File: src/rtl/spi_host_ctrl.sv
// Purpose : CPU-side sequencer in front of an 8-bit SPI shift stage (load, arm, run, capture).
// Latency : bus_rdata one cycle after bus_sel; DATA write to done_flag is 2 + ARM_CYC + RUN + 1 cycles.
// Backpressure: none on the bus; a DATA write while busy is dropped and flagged in ovr.
//
// Ports:
//   clk, reset          system clock (shared with the shift stage), synchronous active-high reset
//   bus_sel/we/addr     one-cycle register access strobe; addr 0 = DATA, 1 = CTRL/STATUS
//   bus_wdata/rdata     write data / registered read data
//   irq                 level interrupt = done_flag & irq_en
//   spi_in, spi_LorS, spi_LClock, spi_nStart
//                       parallel byte, load/shift select, register strobe, active-low start
//   spi_Done, spi_out   completion (asynchronous to clk) and received byte
//   ss_n                active-low slave selects
//
// CTRL/STATUS layout: [7] ovr W1C, [6] ss_force, [5:4] ss_sel, [3] tmo W1C,
//                     [2] irq_en, [1] done_flag W1C, [0] busy RO.

`timescale 1ns/1ps

module spi_host_ctrl #(
    parameter int NUM_SS      = 2,
    parameter int TIMEOUT_CYC = 64,
    parameter int ARM_CYC     = 2
) (
    input  logic              clk,
    input  logic              reset,
    input  logic              bus_sel,
    input  logic              bus_we,
    input  logic              bus_addr,
    input  logic [7:0]        bus_wdata,
    output logic [7:0]        bus_rdata,
    output logic              irq,
    output logic [7:0]        spi_in,
    output logic              spi_LorS,
    output logic              spi_LClock,
    output logic              spi_nStart,
    input  logic              spi_Done,
    input  logic [7:0]        spi_out,
    output logic [NUM_SS-1:0] ss_n
);

    // One counter serves LOAD (2 cycles), ARM and the RUN timeout.
    localparam int CW = $clog2(TIMEOUT_CYC + ARM_CYC + 2);

    typedef enum logic [2:0] {
        S_IDLE,
        S_LOAD,
        S_ARM,
        S_RUN,
        S_CAPT
    } state_t;

    state_t        r_state;
    state_t        w_state_nxt;
    logic [CW-1:0] r_cnt;

    logic          r_done_s1;
    logic          r_done_s2;

    logic [7:0]    r_tx;
    logic [7:0]    r_rx;
    logic [7:0]    r_rdata;
    logic          r_ovr;
    logic          r_ss_force;
    logic [1:0]    r_ss_sel;
    logic          r_tmo;
    logic          r_irq_en;
    logic          r_done_flag;

    logic          w_busy;
    logic          w_wr_data;
    logic          w_wr_ctrl;
    logic          w_rd;
    logic          w_start;
    logic          w_tmo_set;
    logic          w_capt;
    logic [7:0]    w_status;

    // spi_Done comes from another timing domain; only r_done_s2 is used.
    always_ff @(posedge clk) begin
        if (reset) begin
            r_done_s1 <= 1'b0;
            r_done_s2 <= 1'b0;
        end else begin
            r_done_s1 <= spi_Done;
            r_done_s2 <= r_done_s1;
        end
    end

    assign w_wr_data = bus_sel & bus_we & ~bus_addr;
    assign w_wr_ctrl = bus_sel & bus_we & bus_addr;
    assign w_rd      = bus_sel & ~bus_we;
    assign w_busy    = (r_state != S_IDLE);
    assign w_start   = w_wr_data & ~w_busy;

    // State register; the counter restarts on every state change.
    always_ff @(posedge clk) begin
        if (reset) begin
            r_state <= S_IDLE;
            r_cnt   <= '0;
        end else begin
            r_state <= w_state_nxt;
            if (w_state_nxt != r_state) begin
                r_cnt <= '0;
            end else begin
                r_cnt <= r_cnt + 1'b1;
            end
        end
    end

    // Next state and shift-stage strobes. IDLE outputs equal the reset values,
    // so a synchronous reset returns the stage to "held clear" within one cycle.
    always_comb begin
        w_state_nxt = r_state;
        w_tmo_set   = 1'b0;
        w_capt      = 1'b0;
        spi_LorS    = 1'b1;
        spi_LClock  = 1'b0;
        spi_nStart  = 1'b0;
        case (r_state)
            S_IDLE: begin
                if (w_start) begin
                    w_state_nxt = S_LOAD;
                end
            end
            S_LOAD: begin
                // First cycle presents the byte with LorS low, second clocks it in.
                spi_LorS = 1'b0;
                if (r_cnt == CW'(1)) begin
                    spi_LClock  = 1'b1;
                    w_state_nxt = S_ARM;
                end
            end
            S_ARM: begin
                if (r_cnt == CW'(ARM_CYC - 1)) begin
                    w_state_nxt = S_RUN;
                end
            end
            S_RUN: begin
                spi_nStart = 1'b1;
                spi_LClock = 1'b1;
                // Done is checked first so it wins over a same-cycle timeout.
                if (r_done_s2) begin
                    w_state_nxt = S_CAPT;
                end else if (r_cnt == CW'(TIMEOUT_CYC - 1)) begin
                    w_tmo_set   = 1'b1;
                    w_state_nxt = S_IDLE;
                end
            end
            S_CAPT: begin
                spi_nStart  = 1'b1;
                w_capt      = 1'b1;
                w_state_nxt = S_IDLE;
            end
            default: begin
                w_state_nxt = S_IDLE;
            end
        endcase
    end

    assign w_status = {r_ovr, r_ss_force, r_ss_sel, r_tmo, r_irq_en, r_done_flag, w_busy};

    // Register file. Hardware set events are applied after W1C clears so the set wins.
    always_ff @(posedge clk) begin
        if (reset) begin
            r_tx        <= 8'h00;
            r_rx        <= 8'h00;
            r_rdata     <= 8'h00;
            r_ovr       <= 1'b0;
            r_ss_force  <= 1'b0;
            r_ss_sel    <= 2'b00;
            r_tmo       <= 1'b0;
            r_irq_en    <= 1'b0;
            r_done_flag <= 1'b0;
        end else begin
            if (w_start) begin
                r_tx <= bus_wdata;
            end
            if (w_wr_data && w_busy) begin
                r_ovr <= 1'b1;
            end
            if (w_wr_ctrl) begin
                if (bus_wdata[7]) begin
                    r_ovr <= 1'b0;
                end
                r_ss_force <= bus_wdata[6];
                // Retargeting the select mid-transfer would glitch the active slave.
                if (!w_busy) begin
                    r_ss_sel <= bus_wdata[5:4];
                end
                if (bus_wdata[3]) begin
                    r_tmo <= 1'b0;
                end
                r_irq_en <= bus_wdata[2];
                if (bus_wdata[1]) begin
                    r_done_flag <= 1'b0;
                end
            end
            if (w_tmo_set) begin
                r_tmo <= 1'b1;
            end
            if (w_capt) begin
                r_rx        <= spi_out;
                r_done_flag <= 1'b1;
            end
            // Reads see pre-edge values, so a DATA read during CAPT returns the old byte.
            if (w_rd) begin
                r_rdata <= bus_addr ? w_status : r_rx;
            end
        end
    end

    // Out-of-range ss_sel simply matches no bit.
    always_comb begin
        ss_n = '1;
        for (int i = 0; i < NUM_SS; i++) begin
            if ((w_busy || r_ss_force) && (r_ss_sel == 2'(i))) begin
                ss_n[i] = 1'b0;
            end
        end
    end

    assign bus_rdata = r_rdata;
    assign irq       = r_done_flag & r_irq_en;
    assign spi_in    = r_tx;

endmodule
File: config.mk
export PLATFORM = sky130hd
export DESIGN_NAME = spi_host_ctrl
export DESIGN_NICKNAME = d
export VERILOG_FILES = /design/src/rtl/spi_host_ctrl.sv
export SDC_FILE = /design/constraint.sdc
export NUM_CORES = 1
export LEC_CHECK = 0
export CORE_AREA = 2 2 95 61
export DETAILED_ROUTE_END_ITERATION = 7
export DIE_AREA = 0 0 97 63
export SLEW_MARGIN = 10
export SYNTH_ARGS = -nofsm -noshare
export SYNTH_HDL_FRONTEND = slang
export SYNTH_SLANG_ARGS = --single-unit
File: constraint.sdc
create_clock -name clk -period 3.1 [get_ports clk]
set_clock_uncertainty 0.2 [all_clocks]
set_input_delay 0.93 -clock clk [delete_from_list [all_inputs] [get_ports clk]]
set_output_delay 0.93 -clock clk [all_outputs]
set_load 0.05 [all_outputs]
==> impl_results.md, run 1 <==
- CTS Root Cell: clkbuf_8
- Slew @ Worst Pin: 506 ps
- Die width: ~97 um
- Die height: 63 um
- Met3 usage: 4.59%
- Post-synthesis mux area share: 15.1%
- Clk sink count: between 40 and 50
- Leak Pwr: around 0.9 nW
- Syn Nets: 218
- CTS max path bufs: 2
- Top cells by area, synth: dfxtp_1 (46%), mux2i_1 (14%), nor2_1 (7.6%)
- CTS tree: built
- Port buffer count: 43
- Yosys cell types: 38
- Die Area: 6110 um^2
- CP bufs+invs: 1
- Slowest cell delay on critical path: 400 ps
- Routed wire per std cell: 12.9 um
- Worst-Skew Late Latency: 280 ps
- Final Hold Fails: 0
- Starting Density: 35.4%
- Status: finished, final reports clean
- Post-synth EDFFs: 0
- Final core occ: between 40% and 50%
- Layout cells sized above 1: between 10% and 20%
- Setup slack at placement: about 350 ps
- CP endpoint kind: output port
- Setup TNS: 0 ps
- Post-synthesis simple-gate area fraction: 23.1%
- Pwr Density: 440 nW/um^2
- Number of global-route vias before repair: 1,302
- Final net count: 264
- Gr ovfl total: 0
- Initial antenna violation count: 0
- Initial detailed-routing violation count: 47
- N_diodes: 0
- Fillers: roughly 500
- Fin crit share: 93.9%
- Pre-antenna DRT Iters: 5
- Most used routing layer: met1
- Antenna-violating nets left: 0
- Crit-path slowest cell: dfxtp_1
- Top post-synthesis cells by count: dfxtp_1 (43), nor2_1 (38), mux2i_1 (26), a211oi_1 (7), nand2_1 (7)
- Largest family of logic cells by synthesized area: simple AND/OR/NAND/NOR gates
- M2 GR Usage: around 17%
- Row cnt: 21
- Synth area leader: dfxtp_1
- #FFs+latches synth: 43
- WP data arrival: 1780 ps
- Xor/xnor share of the synthesized area: 1.88%
- Non-Filler Instances: just over 300
- Detailed-route via count: 1,445
- Syn Inst Count: 194
- Final min period: 2910 ps
- Final Wtd Congestion: around 0.80
- Worst-path clk slew: 70 ps
- First-pass GRT wire length: 6380 um
- Syn Area/Cell: 9.63 um^2
- Crit path from: r_cnt[0]
- Worst hold path type: reg -> reg
- Area of the mapped netlist: around 1900 um^2
- Layout area overhead: 33.8%
- Ports: 44
- Setup CP Type: reg -> out
- Max_cap viols: 0
- Hold Path Origin: r_done_s1
- GR Layer Usage met1: 20.0%
- Asr flop ratio synth: 0%
- Post-Synth Adder-Cell Area: 1.34%
- Routed WL: 3960 um
- Setup WS post-layout: 188 ps
- Most numerous cell in the Yosys netlist: dfxtp_1
- Worst-path cell chain: ha_1 > nor4b_2 > and2_1 > nor2_1 > nor3b_2 > buf_12
- Slew HR: 66.2%
- Synth Area in Compound Gates: 7.64%
- Unrepaired setup endpoints after global routing: no
- Largest net degree at the start of global routing: 37
- Max IR drop VDD: 0.160 mV
- Drc violations: 0
- Yosys warning count: 0
- Flop2flop setup slack: 1030 ps
- Register area share after synthesis: 46.1%
- Via-to-Cell Ratio: 4.69
- H-tree depth: 2
- Final Setup Violations: 0
- Worst R2R Start: r_state[2]
- Pins Over Slew Limit: 0
- Gr usage total: between 10% and 20%
- Delay-heaviest family, CP: simple AND/OR/NAND/NOR gates
- Dpl cells: between 300 and 400
- Area of the core: 5280 um^2
- Inserted Clock Buffers: 5
- Fmax: 343 MHz
- Final HPWL DP: 2940 um
- Most common flop cell mapped by yosys: dfxtp_1
- CP required: 1970 ps
- CP Max Fanout: 4
- CP Launch Type: register
- Yosys top cell area share: 46.1%
-- repair_timing --
item | 4_1_cts | 5_1_grt
resized for setup | 0 | 1
buffers inserted | 0 | 0
setup endpoints to repair | 0 | 1
hold buffers | 0 | 0
-- registers in the layout (all words and copies together) (netlist names) --
| name | cells |
|---|---|
| spi_in | 8 |
| r_done_s1 | 1 |
| r_cnt | 7 |
| bus_rdata | 8 |
| r_ovr | 1 |
| r_done_flag | 1 |
| r_tmo | 1 |
| r_ss_force | 1 |
| r_ss_sel | 2 |
| r_done_s2 | 1 |
| r_state | 3 |
| r_irq_en | 1 |
| r_rx | 8 |
-- worst paths after layout --
kind | endpoint | depth (start not counted)
setup reg to reg | spi_in[4] | 5
setup / recovery | spi_LClock | 6
hold reg to reg | r_done_s2 | 1
hold / removal | r_done_s2 | 1
-- metal layers --
layer | vias to the layer above | wire length [um]
met5 | - | 0
met4 | 0 | 33
met3 | 5 | 261
met2 | 41 | 1460
met1 | 637 | 2200
li1 | 762 | -
-- cell usage in the layout, fill, tap and decap left out, drive strengths merged, types with 3 or more instances in the layout --
cell type / count
a21oi: 3
nand3: 4
clkdlybuf4s50: 39
a31oi: 3
mux2i: 26
nor2: 40
nor3b: 3
dfxtp: 43
nand2: 7
buf: 13
nor2b: 5
a211oi: 7
nand2b: 3
nor3: 7
clkbuf: 6
-- area by class of cell --
type                       count  area (um^2)  area share [%]
inverter                       2         7.51           0.300
tap                           69         86.3            3.46
sequential                    43          861            34.5
multi-input combinational    136          933            37.4
clock buffer                   6         72.6            2.90
timing repair buffer          52          538            21.5
-- through the flow --
| stage | area [um^2] | hold slack [ps] | total power [mW] |
|---|---|---|---|
| 2_1_floorplan | 1870 | 214 | 0.714 |
| 6_report | 2500 | 241 | 1.10 |
| 5_1_grt | 2500 | 268 | 1.15 |
| 3_3_place_gp | 2420 | 219 | 0.789 |
| 4_1_cts | 2490 | 241 | 1.11 |
| 3_5_place_dp | 2420 | 225 | 0.790 |
-- power by group --
group	internal [mW]	switching, mW	total, mW	leakage [nW]
clock	0.150	0.172	0.322	0.0371
sequential	0.571	0.0152	0.586	0.349
combinational	0.0873	0.104	0.191	0.529
-- cell families after synthesis --
logic type	after synthesis
simple gates	81
flops	43
mux	28
compound gates	21
buf+inv	15
xor+xnor	4
fa+ha+maj	2
No activity file was read; power rests on OpenSTA's default activity.
==> run 2: changes to the inputs <==
--- a/config.mk
+++ b/config.mk
@@ -5,6 +5,7 @@
 export SDC_FILE = /design/constraint.sdc
 export NUM_CORES = 1
 export LEC_CHECK = 0
+export ABC_CLOCK_PERIOD_IN_PS = 3100
 export CORE_AREA = 2 2 95 61
 export DETAILED_ROUTE_END_ITERATION = 7
 export DIE_AREA = 0 0 97 63
==> results of run 2 <==
No change in the layout: final DEF, timing and power equal those of run 1.
